==> src/rtl/stall_controller.sv <==
// Pipeline stall/flush controller for a five-stage LC-3b core.
// Generates stage-register enables and bubbles; counts cycles in which the PC is held.
module stall_controller (
    input  logic        clk,
    input  logic        reset,
    input  logic        imem_resp,
    input  logic        dmem_resp,
    input  logic        dmem_read,
    input  logic        dmem_write,
    input  logic        de_ex_valid,
    input  logic        ex_mem_valid,
    input  logic        br_taken,
    input  logic [3:0]  de_ex_opcode,   // lc3b_opcode
    input  logic [2:0]  de_ex_dr,       // lc3b_reg
    input  logic [2:0]  if_de_rs,       // lc3b_reg
    input  logic [2:0]  if_de_rt,       // lc3b_reg
    input  logic        if_de_uses_rs,
    input  logic        if_de_uses_rt,
    output logic        pc_load,
    output logic        if_de_load,
    output logic        de_ex_load,
    output logic        ex_mem_load,
    output logic        mem_wb_load,
    output logic        if_de_bubble,
    output logic        de_ex_bubble,
    output logic        ex_mem_bubble,
    output logic        mem_wb_bubble,
    output logic        pc_sel_target,
    output logic        drain,
    output logic [15:0] stall_cycles
);

    typedef enum logic {
        RUN   = 1'b0,
        DRAIN = 1'b1
    } state_t;

    localparam logic [3:0] OP_LDB = 4'b0010;
    localparam logic [3:0] OP_LDR = 4'b0110;
    localparam logic [3:0] OP_LDI = 4'b1010;

    state_t      state_q, state_d;
    logic [15:0] stall_cycles_q, stall_cycles_d;

    logic is_load;
    logic dmem_wait;
    logic load_use;
    logic flush;

    always_comb begin
        is_load   = (de_ex_opcode == OP_LDR) || (de_ex_opcode == OP_LDB) ||
                    (de_ex_opcode == OP_LDI);
        dmem_wait = ex_mem_valid & (dmem_read | dmem_write) & ~dmem_resp;
        load_use  = de_ex_valid & is_load &
                    ((if_de_uses_rs & (de_ex_dr == if_de_rs)) |
                     (if_de_uses_rt & (de_ex_dr == if_de_rt)));
        flush     = ex_mem_valid & br_taken & ~dmem_wait;
    end

    // NOTE: every output and state_d gets a default before the priority chain,
    // so no path through this block can leave a variable unassigned (no latches).
    always_comb begin
        state_d       = state_q;
        pc_load       = 1'b1;
        if_de_load    = 1'b1;
        de_ex_load    = 1'b1;
        ex_mem_load   = 1'b1;
        mem_wb_load   = 1'b1;
        if_de_bubble  = 1'b0;
        de_ex_bubble  = 1'b0;
        ex_mem_bubble = 1'b0;
        mem_wb_bubble = 1'b0;
        pc_sel_target = 1'b0;

        if (reset) begin
            pc_load       = 1'b0;
            if_de_bubble  = 1'b1;
            de_ex_bubble  = 1'b1;
            ex_mem_bubble = 1'b1;
            mem_wb_bubble = 1'b1;
            state_d       = RUN;
        end else if (dmem_wait) begin
            pc_load       = 1'b0;
            if_de_load    = 1'b0;
            de_ex_load    = 1'b0;
            ex_mem_load   = 1'b0;
            mem_wb_bubble = 1'b1;
            // An outstanding fetch may still complete while the data side is frozen.
            if (state_q == DRAIN && imem_resp) begin
                state_d = RUN;
            end
        end else if (flush) begin
            pc_sel_target = 1'b1;
            if_de_bubble  = 1'b1;
            de_ex_bubble  = 1'b1;
            ex_mem_bubble = 1'b1;
            state_d       = imem_resp ? RUN : DRAIN;
        end else if (state_q == DRAIN) begin
            // The fetch in flight belongs to the wrong path: discard it and hold the target PC.
            pc_load      = 1'b0;
            if_de_bubble = 1'b1;
            if (imem_resp) begin
                state_d = RUN;
            end
        end else if (load_use) begin
            pc_load      = 1'b0;
            if_de_load   = 1'b0;
            de_ex_bubble = 1'b1;
        end else if (!imem_resp) begin
            pc_load      = 1'b0;
            if_de_bubble = 1'b1;
        end
    end

    always_comb begin
        stall_cycles_d = stall_cycles_q;
        if (!pc_load && (stall_cycles_q != 16'hFFFF)) begin
            stall_cycles_d = stall_cycles_q + 16'd1;
        end
    end

    // NOTE: sequential state uses non-blocking assignments so every flop samples
    // the pre-edge values regardless of statement order.
    always_ff @(posedge clk or posedge reset) begin
        if (reset) begin
            state_q        <= RUN;
            stall_cycles_q <= 16'd0;
        end else begin
            state_q        <= state_d;
            stall_cycles_q <= stall_cycles_d;
        end
    end

    assign drain        = (state_q == DRAIN);
    assign stall_cycles = stall_cycles_q;

endmodule
==> config.mk <==
export PLATFORM = sky130hd
export DESIGN_NAME = stall_controller
export DESIGN_NICKNAME = d
export VERILOG_FILES = /design/src/rtl/stall_controller.sv
export SDC_FILE = /design/constraint.sdc
export NUM_CORES = 1
export LEC_CHECK = 0
export BUFFER_PORTS_ARGS = -buffer_cell sky130_fd_sc_hd__buf_2
export CAP_MARGIN = 10
export CORE_MARGIN = 1
export CORE_UTILIZATION = 36
export DETAILED_ROUTE_END_ITERATION = 7
export GPL_ROUTABILITY_DRIVEN = 0
export GPL_TIMING_DRIVEN = 0
export PLACE_DENSITY = 0.69
export SYNTH_ARGS = -nofsm -noshare
export SYNTH_HDL_FRONTEND = slang
export SYNTH_SLANG_ARGS = --single-unit
==> constraint.sdc <==
create_clock -name clk -period 2.2 [get_ports clk]
set_clock_uncertainty 0.15 [all_clocks]
set_input_delay 0.33 -clock clk [delete_from_list [all_inputs] [get_ports clk]]
set_output_delay 0.33 -clock clk [all_outputs]
set_load 0.03 [all_outputs]
==> results.json, run 1 <==
{
  "status": "complete, no violations",
  "syn_to_final_growth_pct": 38.0,
  "coreArea_mm2": 0.00257,
  "num_rows": 18,
  "antenna_left": 0,
  "slew_violations": 0,
  "finalCritPeriodShare_pct": 94.1,
  "wl_um": 2450,
  "routedWlPerCell_um": 12.6,
  "critPathCaptureType": "flip-flop",
  "dp_hpwl_um": 1840,
  "avgSynthCellArea_um2": 9.27,
  "ys_types": 27,
  "fp.dieArea_mm2": 0.00302,
  "netlist.area_leader.share_pct": 42.1,
  "synth_nets": 134,
  "dpl_cell_area_mm2": 0.00131,
  "vdd_ir_drop_max_mv": 0.854,
  "r2r_setup_slack_ps": 130,
  "viasPerCell": 4.96,
  "io_pins": 51,
  "synthFlopType": "dfrtp_1",
  "dr.pass1.iters": 4,
  "fmax_mhz": 483,
  "finish.net_count": 191,
  "synthTopCellsByArea": "dfrtp_1, xnor2_1, xor2_1",
  "tightest_slew_ps": 752,
  "synth-edff-count": 0,
  "cts.clk_slew.worst_paths_ps": 110,
  "initial_utilization_pct": 39.4,
  "grt_pass1_wl_um": 3700,
  "io_buffers": 49,
  "synth_top_area_cell": "dfrtp_1",
  "grt_max_degree": 20,
  "grt_usage_pct": 17.5,
  "yosysMostFrequentCell": "dfrtp_1",
  "grt_pass1_vias": 864,
  "setup_viol_count_final": 0,
  "p_leak_nw": 0.618,
  "cts_sinks": 17,
  "dr_total_vias": 967,
  "diodes": 0,
  "initialDrtViolationCount": 11,
  "holdCritPathClass": "input port to flip-flop",
  "die_h_um": 55.0,
  "clock_path_buffers": 2,
  "fin_area_mm2": 0.00140,
  "synth_seq_cells": 17,
  "drive_gt1_share_pct": 44.8,
  "cp-start-kind": "flip-flop",
  "crit_type": "flip-flop to flip-flop",
  "cp.arrival_ps": 2110,
  "timing.hold.ws_ps": 75.3,
  "cts_buffers": 3,
  "max_cap_viol_count": 0,
  "ys_seq_area_share_pct": 42.1,
  "fillers": 236,
  "die_w_um": 55.0,
  "clk_latency_ps": 300,
  "p_per_area_mw_per_mm2": 1100,
  "yosysWarnings": 0,
  "cts_tree": "yes",
  "finalWorstPathRequiredPeriod_ps": 2070,
  "root_buffer": "clkbuf_4",
  "hold_viol_final": 0,
  "grt_overflow_total": 0,
  "synth_common_cells": "dfrtp_1, nor2_1, xnor2_1",
  "required_ps": 2240,
  "route.detailed.drc": 0,
  "path_max_fanout": 5,
  "h-tree-depth": 1,
  "synth_area_mm2": 0.00101,
  "seq_area_um2": 428,
  "slew_headroom_pct": 49.7,
  "grt_antenna_before_repair": 0,
  "async_flop_share_pct": 100,
  "synth_cells": 109,
  "multi_input_area_um2": 576
}
==> what timing repair did <==
action,4_1_cts,5_1_grt
gates resized for setup,0,6
buffers inserted,1,1
setup endpoints to repair,1,14
hold endpoints to repair,0,17
hold buffers,0,1
cloned,0,0
pin swaps,1,2
==> stage by stage <==
stage	worst slack [ps]	total power, mW	cells	utilization [%]	TNS (ps)
after global placement	-58.7	1.31	188	50.9	-58.7
after floorplan	33.8	1.10	109	-	0
after global routing	-6.81	1.64	195	54.3	-8.53
final	130	1.54	195	54.3	0
after CTS	15.3	1.51	193	52.2	0
after detailed placement	-91.0	1.33	188	50.9	-91.0
==> cell families (layout without fill, tap and decap cells) <==
| kind of cell | Yosys count | count (layout) | synth area share (%) |
|---|---|---|---|
| and+or+nand+nor | 47 | 47 | 24.6 |
| xor gates and xnor gates | 21 | 21 | 18.2 |
| DFF | 17 | 17 | 42.1 |
| AOI/OAI and AO/OA | 11 | 11 | 7.18 |
| buffers and inverters | 10 | 66 | 5.20 |
| adders and majority gates | 1 | 1 | 1.24 |
| other | 1 | 1 | 0.371 |
| muxes | 1 | 1 | 1.11 |
==> power by group <==
| group | leakage [nW] | total [mW] | internal [mW] | switching, mW |
|---|---|---|---|---|
| Clock | 0.0177 | 0.174 | 0.0679 | 0.106 |
| Sequential | 0.189 | 0.585 | 0.436 | 0.149 |
| Combinational | 0.410 | 0.781 | 0.270 | 0.510 |
| Total | 0.618 | 1.54 | 0.774 | 0.765 |
==> flip-flops by register name, summed over array words and instances, names as in the netlist <==
name,cells
drain,1
stall_cycles,16
==> cell type report <==
class / count / area share (%)
clock inverters: 1 / 0.359
flip-flops and latches: 17 / 30.7
well taps: 30 / 2.69
clock buffers: 3 / 1.61
plain buffers: 3 / 1.88
repair buffers: 52 / 19.4
multi-input cells: 82 / 41.3
inverters: 7 / 2.15
==> final timing paths <==
path / start / endpoint / depth (start not counted)
min in group asynchronous: reset / stall_cycles[12]$_DFFE_PP0P_ / 3
worst max register to register: stall_cycles[1]$_DFFE_PP0P_ / stall_cycles[4]$_DFFE_PP0P_ / 8
worst max-delay path: stall_cycles[1]$_DFFE_PP0P_ / stall_cycles[4]$_DFFE_PP0P_ / 8
max in group asynchronous: reset / stall_cycles[0]$_DFFE_PP0P_ / 3
worst min register to register: stall_cycles[15]$_DFFE_PP0P_ / stall_cycles[15]$_DFFE_PP0P_ / 1
worst min-delay path: imem_resp / drain$_DFFE_PP0P_ / 2
==> routing by layer <==
metal	wire, um	global-route usage [%]
met1	1060	21.3
met2	1200	30.3
met3	144	2.73
met4	46	7.50
met5	0	0
==> worst max-delay path, stage by stage, from the launching register on <==
cell,delay (ps)
dfrtp_2,440
ha_2,200
nand4_1,160
nor4_4,70
a2111oi_4,230
nor2_2,80
buf_4,160
or3_1,330
xnor2_1,140
==> layout by cell type, fill, tap and decap left out, types with 2 or more instances in the layout <==
| master | instances |
|---|---|
| buf_2 | 49 |
| dfrtp_1 | 15 |
| nor2_1 | 13 |
| xnor2_1 | 12 |
| xor2_1 | 9 |
| nand2_1 | 7 |
| nand4_1 | 6 |
| inv_1 | 6 |
| a21oi_1 | 4 |
| nor4_1 | 4 |
| buf_4 | 4 |
| nor3_2 | 3 |
| nand3_1 | 3 |
| nor3_1 | 3 |
| clkbuf_4 | 3 |
| o21ai_0 | 2 |
| dfrtp_2 | 2 |
No activity file was read; power rests on OpenSTA's default activity.
==> run 2: changes to the inputs <==
- CORE_UTILIZATION: 36 -> 35
- PLACE_DENSITY: 0.69 -> 0.65
- clock period: 2.2 -> 2.4 ns (I/O delays scaled with it)
==> run 2 against run 1 <==
  * Maximum frequency fell by 9.2%
  * Cell count did not move
  * Critical path depth fell by 1
  * Sequential share of layout area rose by 0.69 points
  * Non-clock buffer count fell by 1
==> results.json, run 2 (synthesis gave the netlist of run 1 again) <==
{
  "status": "complete, no violations",
  "cp_cell_sequence": "ha_1 -> nand4_1 -> nor4_2 -> a21oi_1 -> nor2_2 -> buf_6 -> mux2_2",
  "final.setup.tns_ps": 0,
  "cp-start-kind": "flip-flop",
  "initial_utilization_pct": 36.7,
  "hold_viol_final": 0,
  "path_max_fanout": 10,
  "dr.pass1.iters": 4,
  "grt_pass1_wl_um": 3630,
  "cts.clk_slew.worst_paths_ps": 100,
  "cts_buffers": 3,
  "dp_hpwl_um": 1740,
  "fin_util_pct": 49.2,
  "largest_reg_flops": 16,
  "cpLargestDelayFamily": "simple AND/OR/NAND/NOR gates",
  "cts_tree": "yes",
  "final_cell_mix": "buf_2, dfrtp_1, nor2_1",
  "required_ps": 2430,
  "coreArea_mm2": 0.00276,
  "h-tree-depth": 1,
  "clk_latency_ps": 280,
  "slew_headroom_pct": 48.5,
  "fillers": 271,
  "layout_commonest_cell": "buf_2",
  "diodes": 0,
  "io_pins": 51,
  "holdCritPathClass": "input port to flip-flop",
  "place_ws_ps": -55.1,
  "fin_area_mm2": 0.00136,
  "critPathCaptureType": "flip-flop",
  "drive_gt1_share_pct": 41.5,
  "io_buffers": 49,
  "cp_num_buf_inv": 1,
  "finalCritPeriodShare_pct": 95.0,
  "die_h_um": 55.7,
  "crit_type": "flip-flop to flip-flop",
  "crit_slowest_cell": "dfrtp_1",
  "vdd_ir_drop_max_mv": 0.758,
  "fp.dieArea_mm2": 0.00311,
  "p_leak_nw": 0.604,
  "rsz0062_at_grt": "true",
  "timing.hold.ws_ps": 111,
  "stdcell_count": 195,
  "p_total_mw": 1.36,
  "grt_pass1_vias": 886,
  "num_rows": 19,
  "root_buffer": "clkbuf_4",
  "syn_to_final_growth_pct": 34.2,
  "tightest_slew_ps": 770,
  "wl_um": 2230,
  "fmax_mhz": 439,
  "dr_total_vias": 973,
  "p_per_area_mw_per_mm2": 1000,
  "setup_viol_count_final": 0,
  "die_w_um": 55.7,
  "dp_cells": 189,
  "finalWorstPathRequiredPeriod_ps": 2280,
  "dpl_cell_area_mm2": 0.00129,
  "cp.arrival_ps": 2310,
  "antenna_left": 0,
  "viasPerCell": 4.99,
  "slew_violations": 0,
  "cts_sinks": 17,
  "route.detailed.drc": 0,
  "grt_max_degree": 20,
  "setup_ws_ps": 120,
  "cpPeakStageDelay_ps": 430,
  "routedWlPerCell_um": 11.4,
  "grt_overflow_total": 0,
  "clock_path_buffers": 2,
  "grt_antenna_before_repair": 0,
  "max_cap_viol_count": 0,
  "finish.net_count": 190,
  "grt_usage_pct": 14.4,
  "initialDrtViolationCount": 34
}
run 2: cell count changes in the layout (fill, tap and decap cells not counted), sizes merged:
cell,delta
buf,-1
run 2: repair_timing:
action | 4_1_cts | 5_1_grt
setup buffers | 0 | 1
setup endpoints to repair | 1 | 2
hold endpoints to repair | 0 | 17
pin swaps | 0 | 1
gates resized for setup | 1 | 2
hold buffers | 0 | 1
run 2: path summary, 6_finish.rpt:
| kind | startpoint | to | slack, ps | depth (start not counted) |
|---|---|---|---|---|
| min | imem_resp | drain$_DFFE_PP0P_ | 110 | 2 |
| min in group asynchronous | reset | stall_cycles[6]$_DFFE_PP0P_ | 660 | 3 |
| max in group asynchronous | reset | stall_cycles[10]$_DFFE_PP0P_ | 960 | 3 |
| max | stall_cycles[0]$_DFFE_PP0P_ | stall_cycles[1]$_DFFE_PP0P_ | 120 | 7 |
| min reg2reg | stall_cycles[15]$_DFFE_PP0P_ | stall_cycles[15]$_DFFE_PP0P_ | 340 | 1 |
| max reg2reg | stall_cycles[0]$_DFFE_PP0P_ | stall_cycles[1]$_DFFE_PP0P_ | 120 | 7 |
run 2: area by class of cell:
class	instances	area [um2]	area share [%]
Multi-Input combinational cell	82	546	40.2
Sequential cell	17	425	31.4
Timing Repair Buffer	51	263	19.4
Tap cell	31	38.8	2.86
Inverter	7	30.0	2.21
Buffer	3	26.3	1.94
Clock buffer	3	22.5	1.66
Clock inverter	1	5.00	0.369
run 2: power by group:
group / internal, mW / switching (mW)
logic: 0.231 / 0.446
clock network: 0.0618 / 0.0863
registers: 0.397 / 0.137
run 2: layer usage:
metal  share of wire [%]  wire length, um  GRT usage [%]  up-vias
li1                    -                -              -      481
met3                 7.7              171           1.63        0
met1                  45             1000           18.5      448
met4                   0                0           4.29        0
met2                  47             1050           25.3       44
met5                   0                0              0        -
